===== src/rtl/sev_seg_scan.sv =====
// sev_seg_scan: multiplexed seven-segment scan controller with double-buffered frames
module sev_seg_scan #(
    parameter int NUM_DIGITS  = 4,
    parameter int REFRESH_DIV = 100000,
    parameter int GUARD       = 2
) (
    input  logic                          clk,
    input  logic                          reset,
    input  logic                          enable,
    input  logic                          load,
    input  logic [4*NUM_DIGITS-1:0]       data_in,
    input  logic [NUM_DIGITS-1:0]         blank_in,
    input  logic [NUM_DIGITS-1:0]         dp_in,
    output logic [NUM_DIGITS-1:0]         an,
    output logic [3:0]                    digit,
    output logic                          dp_n,
    output logic [$clog2(NUM_DIGITS)-1:0] digit_idx,
    output logic                          frame_start
);
    localparam int CW = $clog2(REFRESH_DIV);
    localparam int IW = $clog2(NUM_DIGITS);
    localparam int DW = 4 * NUM_DIGITS;

    logic [CW-1:0]         cnt_q, cnt_d;
    logic [IW-1:0]         idx_q, idx_d;
    logic [DW-1:0]         sh_data_q, sh_data_d, pd_data_q, pd_data_d;
    logic [NUM_DIGITS-1:0] sh_blank_q, sh_blank_d, pd_blank_q, pd_blank_d;
    logic [NUM_DIGITS-1:0] sh_dp_q, sh_dp_d, pd_dp_q, pd_dp_d;
    logic                  pend_q, pend_d;
    logic                  fs_q, fs_d;
    logic                  tick, boundary, lit;

    // Prescaler, digit stepping and frame buffer swap at the frame boundary
    always_comb begin
        tick       = cnt_q == CW'(REFRESH_DIV - 1);
        boundary   = tick && idx_q == IW'(NUM_DIGITS - 1);
        cnt_d      = tick ? '0 : cnt_q + CW'(1);
        idx_d      = boundary ? '0 : tick ? idx_q + IW'(1) : idx_q;
        fs_d       = boundary;
        pd_data_d  = (load && !boundary) ? data_in  : pd_data_q;
        pd_blank_d = (load && !boundary) ? blank_in : pd_blank_q;
        pd_dp_d    = (load && !boundary) ? dp_in    : pd_dp_q;
        pend_d     = boundary ? 1'b0 : (load || pend_q);
        sh_data_d  = !boundary ? sh_data_q  : load ? data_in  : pend_q ? pd_data_q  : sh_data_q;
        sh_blank_d = !boundary ? sh_blank_q : load ? blank_in : pend_q ? pd_blank_q : sh_blank_q;
        sh_dp_d    = !boundary ? sh_dp_q    : load ? dp_in    : pend_q ? pd_dp_q    : sh_dp_q;
    end

    // State registers; reset blanks the display and drops any pending frame
    always_ff @(posedge clk) begin
        if (reset) begin
            cnt_q      <= '0;
            idx_q      <= '0;
            fs_q       <= 1'b0;
            pend_q     <= 1'b0;
            pd_data_q  <= '0;
            pd_blank_q <= '1;
            pd_dp_q    <= '0;
            sh_data_q  <= '0;
            sh_blank_q <= '1;
            sh_dp_q    <= '0;
        end else begin
            cnt_q      <= cnt_d;
            idx_q      <= idx_d;
            fs_q       <= fs_d;
            pend_q     <= pend_d;
            pd_data_q  <= pd_data_d;
            pd_blank_q <= pd_blank_d;
            pd_dp_q    <= pd_dp_d;
            sh_data_q  <= sh_data_d;
            sh_blank_q <= sh_blank_d;
            sh_dp_q    <= sh_dp_d;
        end
    end

    // Output decode: one anode low after the guard window unless blanked or disabled
    always_comb begin
        lit         = enable && cnt_q >= CW'(GUARD) && !sh_blank_q[idx_q];
        an          = lit ? ~(NUM_DIGITS'(1) << idx_q) : '1;
        digit       = sh_data_q[{idx_q, 2'b00} +: 4];
        dp_n        = !(lit && sh_dp_q[idx_q]);
        digit_idx   = idx_q;
        frame_start = fs_q;
    end
endmodule


===== config.mk =====
export PLATFORM = sky130hd
export DESIGN_NAME = sev_seg_scan
export DESIGN_NICKNAME = d
export VERILOG_FILES = /design/src/rtl/sev_seg_scan.sv
export SDC_FILE = /design/constraint.sdc
export NUM_CORES = 1
export LEC_CHECK = 0
export CAP_MARGIN = 20
export CORE_UTILIZATION = 60
export CTS_CLUSTER_SIZE = 25
export DETAILED_ROUTE_END_ITERATION = 8
export PLACE_DENSITY_LB_ADDON = 0.12
export SKIP_CTS_REPAIR_TIMING = 1
export SLEW_MARGIN = 20
export SYNTH_ARGS = -nofsm -noshare
export SYNTH_HDL_FRONTEND = slang
export SYNTH_SLANG_ARGS = --single-unit

===== constraint.sdc =====
create_clock -name clk -period 4.95 [get_ports clk]
set_input_delay 1.485 -clock clk [delete_from_list [all_inputs] [get_ports clk]]
set_output_delay 1.485 -clock clk [all_outputs]
set_load 0.02 [all_outputs]

==> out/metrics.csv <==
metric;value;unit
Comb pwr share;0.091;
PD cells;289;mW/mm²
CP top delay family;buffers and inverters;
Bufs on Longest Clock Path;2;
crit path launch;enable;
WP data required;3.46;ns
first-pass GRT wire length;14.6;mm
Async SR Flop Fraction;0;
synthesized area;0.00358;mm²
actual slew at the worst max-slew pin;0.749;ns
Residual DRC;0;
count of pins over their slew limit;0;
Worst Slack Setup Final;0.422;ns
DRT Pass-1 Iters;5;
GRT Util Overall;0.296;
worst clock skew;0.00724;ns
Worst-Skew Late Latency;0.34;ns
worst reg2reg setup slack;2.19;ns
#FFs+latches synth;69;
endpoints failing setup;0;
post-synth net total;484;
Seq pwr share;0.487;
synthesized instance count;450;
diode count;0;
Layout Nets;498;
CP cell instances;clkdlybuf4s50_1 > nand2b_1 > a21oi_1 > nand2_1 > clkdlybuf4s50_1;
# IOs;40;
via count;3477;
CTS root buffer;clkbuf_8;
Power Internal;0.000933;W
DP Cell Count;525;
dpl hpwl;5.71;mm
max_cap viols;0;
most frequent cell after synthesis;dfxtp_1;
Max-Slew Margin vs Limit;0.499;
fin crit period;4.53;ns
Routed wire per std cell;16.0;µm
critical path depth in cells;5;
antenna violations before repair;0;
Clk pin slew, worst setup/hold paths;0.07;ns
pre-CTS WS;0.414;ns
slowest cell delay on critical path;0.55;ns
RSZ-0062 raised after global routing;no;
FMAX;221;MHz
CP most frequent cell;clkdlybuf4s50_1;
post-synthesis sequential area ratio;0.385;
hold crit path type;reg -> reg;
status;finished, final reports clean;
critical path peak fanout;5;
ANT nets after route;0;
core area;0.00564;mm²
syn_area_per_cell;7.96;µm²
buffers plus inverters on the worst setup path;2;
setup TNS after final layout;0;ns
htree depth;3;
DIE HEIGHT;79.3;µm
Synth top area share;0.385;
Layout area overhead;16.8;%
gr ovfl total;0;
CP Capture Type;primary output;
Filler cells;420;
EDFF count, synth;0;
worst setup path endpoint;an[2];
Initial Util;0.635;
largest net degree at the start of global routing;68;
reg2reg path depth;5;
share of cells above drive strength 1;0.0768;
worst r2r src;cnt_q[1]$_SDFF_PP0_;
crit path DAT;3.04;ns
CP max-delay cell;clkdlybuf4s50_1;
Die Footprint;0.00629;mm²
width of the chip;79.3;µm
clock share of power;0.423;
CTS Buf Count;9;
P_sw;0.000276;W
GP Congestion;0.800;
CTS tree;done;
Max rail drop VDD;0.000252;V
port buffer count;39;
Netlist cell types;33;
top cells by area, synth;dfxtp_1, nand4_1, nand2_1;
Final period util;0.915;
crit path kind;in -> out;
Vias/cell;6.43;
clock sink count;69;
startpoint types;primary input;
RR Endpoint;sh_data_q[13]$_SDFFE_PP0P_;
Sw Share;0.228;
Yosys Warn Count;0;
Post-Route Utilization;0.742;
non-filler cells in the finished layout;541;
initial drt markers;274;
WL final;8.65;mm
post-synth top area cell;dfxtp_1;
ys flop type;dfxtp_1;
commonest cells in the netlist;dfxtp_1, nand2_1, nand4_1;
final hold vios;0;
Row Count;27;
vias in the first global route;3153;
Static Leakage;1.40;nW
==> worst min-delay path, stage by stage, from the launching register on <==
cell	delay [ns]
dfxtp_1	0.31
nand2_1	0.05
o21ai_0	0.06
==> worst min path at each step <==
stage                                     from                          to  slack (ns)  cells after the start
CTS                  sh_data_q[9]$_SDFFE_PP0P_   sh_data_q[9]$_SDFFE_PP0P_        0.46                      2
floorplan           sh_data_q[10]$_SDFFE_PP0P_  sh_data_q[10]$_SDFFE_PP0P_        0.43                      2
detailed placement   sh_data_q[4]$_SDFFE_PP0P_   sh_data_q[4]$_SDFFE_PP0P_        0.46                      2
finish               sh_data_q[9]$_SDFFE_PP0P_   sh_data_q[9]$_SDFFE_PP0P_        0.46                      2
global placement     sh_data_q[9]$_SDFFE_PP0P_   sh_data_q[9]$_SDFFE_PP0P_        0.44                      2
global route         sh_data_q[8]$_SDFFE_PP0P_   sh_data_q[8]$_SDFFE_PP0P_        0.48                      2
==> final cells by class <==
class | count | area [µm²] | area share
Clock buffer | 12 | 155 | 0.0371
Inverter | 31 | 116 | 0.0278
Timing Repair Buffer | 48 | 465 | 0.111
Sequential cell | 69 | 1380 | 0.330
Multi-Input combinational cell | 305 | 1910 | 0.456
Clock inverter | 4 | 70.1 | 0.0167
Tap cell | 72 | 90.1 | 0.0215
==> layer usage <==
| metal | share of wire | track usage | up-vias |
|---|---|---|---|
| met4 | 0.018 | 0.124 | 0 |
| met5 | 0 | 0 | - |
| met2 | 0.47 | 0.459 | 139 |
| met3 | 0.054 | 0.0414 | 17 |
| met1 | 0.46 | 0.412 | 1634 |
| li1 | - | - | 1687 |
==> registers in the layout, indices dropped and copies added (netlist names) <==
register / flops
pd_blank_q: 4
digit_idx: 2
frame_start: 1
pd_dp_q: 4
cnt_q: 17
sh_dp_q: 4
pend_q: 1
sh_blank_q: 4
pd_data_q: 16
sh_data_q: 16
==> cells in the final DEF (no fill, tap or decap) <==
cell type and count:
dfxtp_1 69, nand2_1 54, nand4_1 46, o21ai_0 40, clkdlybuf4s50_1 38, inv_1 29
a31oi_1 24, nor2_1 23, nor3_1 23, o311ai_0 20, xnor2_1 12, clkbuf_8 11
o211ai_1 8, buf_4 8, nand3_1 7, nor4_1 6, mux4_2 6, ha_1 6
or4_1 5, a211oi_1 5, a21oi_1 4, mux2i_1 4, clkinv_1 2, xor2_1 2
bufinv_16 2, clkinv_2 2, or4_4 1, or3_1 1, nand2b_1 1, or4b_2 1
nor4_2 1, nor3_4 1, nor2b_1 1, o21a_1 1, or2_2 1, o31ai_1 1
clkbuf_1 1, buf_2 1, buf_12 1
==> per-stage QoR <==
| step | power, W | instance area (µm²) | hold slack, ns |
|---|---|---|---|
| 2_1_floorplan | 0.000666 | 3580 | 0.433 |
| 3_3_place_gp | 0.000704 | 3960 | 0.445 |
| 3_5_place_dp | 0.000708 | 3960 | 0.456 |
| 4_1_cts | 0.00121 | 4190 | 0.462 |
| 5_1_grt | 0.00126 | 4190 | 0.475 |
| 6_report | 0.00121 | 4190 | 0.455 |
==> power by group through the flow <==
| stage | logic, W | registers (W) | clock network [W] |
|---|---|---|---|
| floorplan | 0.0000693 | 0.000596 | 0 |
| global placement | 0.000105 | 0.000599 | 0 |
| detailed placement | 0.000108 | 0.000600 | 0 |
| CTS | 0.000109 | 0.000587 | 0.000518 |
| global route | 0.000123 | 0.000589 | 0.000543 |
| finish | 0.000110 | 0.000588 | 0.000511 |
==> cells by family after synthesis <==
kind of cell    count (synthesis)  synth area share
mux                            10            0.0489
buf+inv                        76            0.0838
flops                          69             0.385
compound gates                103             0.184
fa+ha+maj                       6            0.0209
xor+xnor                       14            0.0342
simple gates                  172             0.243
Note: power is estimated with default switching activity, not from simulation.
==> RTL change (same flow settings) <==
Set the parameter `REFRESH_DIV` to 50000 (it was 100000).
--- a/src/rtl/sev_seg_scan.sv
+++ b/src/rtl/sev_seg_scan.sv
@@ -2,5 +2,5 @@
 module sev_seg_scan #(
     parameter int NUM_DIGITS  = 4,
-    parameter int REFRESH_DIV = 100000,
+    parameter int REFRESH_DIV = 50000,
     parameter int GUARD       = 2
 ) (
Behaviour: no difference found for any inputs over 10 cycles, from zero or initial values and one cycle with reset high; that may be too few to reach the edited logic, so the function may still have changed.
==> RTL change against the original RTL <==
  * Setup slack improved by 85 ps
  * Wire length decreased by 13%
  * Cell count decreased by 13%
  * Power decreased by 4.0%
  * Count of clock-buffer cells in the layout decreased by 1
  * Die area decreased by 6.1%
  * Worst hold slack improved by 6.8 ps
  * Cell area decreased by 4.2%
  * Clock power decreased by 3%
  * Area after synthesis decreased by 6.3%
  * Sequential cell count decreased by 1
  * Synthesized cell count decreased by 18%
  * Sequential power decreased by 3%
  * Critical endpoint is now an[1]
  * Largest power group unchanged
==> RTL change: results <==
INSERT INTO impl_metrics (metric_group, metric, value, unit) VALUES
('power_and_ir_drop', 'sequentialPower', '0.570', 'mW'),
('logic_synthesis', 'synth_fp_nets', '402', ''),
('route', 'post_drt_wl_per_cell', '15.9', 'um'),
('global_routing', 'grtUsageTotal', '0.270', ''),
('logic_synthesis', 'synth.area.top_cells', 'sky130_fd_sc_hd__dfxtp_1 41%, sky130_fd_sc_hd__mux2i_1 8.3%, sky130_fd_sc_hd__mux2_2 6.7%', ''),
('global_routing', 'grt_first_pass_wirelength', '12800', 'um'),
('power_and_ir_drop', 'peakVddDrop', '238', 'uV'),
('sta', 'worst_slew_margin_relative_to_its_limit', '0.428', ''),
('power_and_ir_drop', 'p_sw_frac', '0.218', ''),
('cells_and_area', 'final_layout_size_suffix_gt1_frac', '0.140', ''),
('cells_and_area', 'final.fill_count', '394', ''),
('route', 'avgViaCountPerCell', '6.00', ''),
('run_status', 'run_status', 'finished clean', ''),
('place', 'post_place_setup_slack', '517', 'ps'),
('logic_synthesis', 'synth_top_cells_by_count', '68 x sky130_fd_sc_hd__dfxtp_1, 51 x sky130_fd_sc_hd__nand2_1, 28 x sky130_fd_sc_hd__mux2i_1', ''),
('place', 'dpl.hpwl', '4630', 'um'),
('power_and_ir_drop', 'total_power', '1.16', 'mW'),
('place', 'post_dp_cell_area', '3790', 'um^2'),
('route', 'detailedRoute.firstIterationViolations', '145', ''),
('logic_synthesis', 'syn_avg_cell_area', '9.13', 'um^2');
==> RTL change: cell types whose count changed in the layout (fill, tap and decap cells not counted), sizes merged, moves of 20 or more <==
| cell | before | now |
|---|---|---|
| a21oi | 4 | 26 |
| inv | 29 | 8 |
| mux2 | 0 | 20 |
| mux2i | 4 | 28 |
| nand4 | 46 | 23 |
| nor3 | 24 | 4 |
| o21ai | 40 | 5 |
| o311ai | 20 | 0 |
| o31ai | 1 | 22 |
==> RTL change: area by class of cell <==
| class | instances | area [um^2] | area share |
|---|---|---|---|
| multi-input cells | 261 | 1860 | 0.463 |
| flip-flops and latches | 68 | 1360 | 0.339 |
| repair buffers | 48 | 458 | 0.114 |
| clock buffers | 11 | 141 | 0.0352 |
| well taps | 70 | 87.6 | 0.0218 |
| clock inverters | 5 | 75.1 | 0.0187 |
| inverters | 8 | 30.0 | 0.00748 |
==> RTL change: layer usage <==
metal	GRT usage	up-vias	wire, um
li1	-	1395	-
met1	0.344	1338	3360
met2	0.445	83	3620
met3	0.0774	10	437
met4	0.0731	0	89
met5	0	-	0
==> RTL change: path summary, 6_finish.rpt <==
kind / startpoint / end / slack (ps) / cells past startpoint
max: enable / an[1] / 510 / 5
min reg2reg: pd_data_q[1] / pd_data_q[1] / 460 / 2
max reg2reg: cnt_q[12] / cnt_q[15] / 2070 / 5
min: pd_data_q[1] / pd_data_q[1] / 460 / 2
==> RTL change: kinds of logic (layout without fill, tap and decap cells) <==
logic type | after synthesis | after routing | synth area share
DFF | 68 | 68 | 0.405
and+or+nand+nor | 127 | 127 | 0.188
xor gates and xnor gates | 11 | 11 | 0.0287
AOI/OAI and AO/OA | 63 | 63 | 0.120
muxes | 54 | 54 | 0.191
adders and majority gates | 6 | 6 | 0.0224
buffers and inverters | 39 | 72 | 0.0451
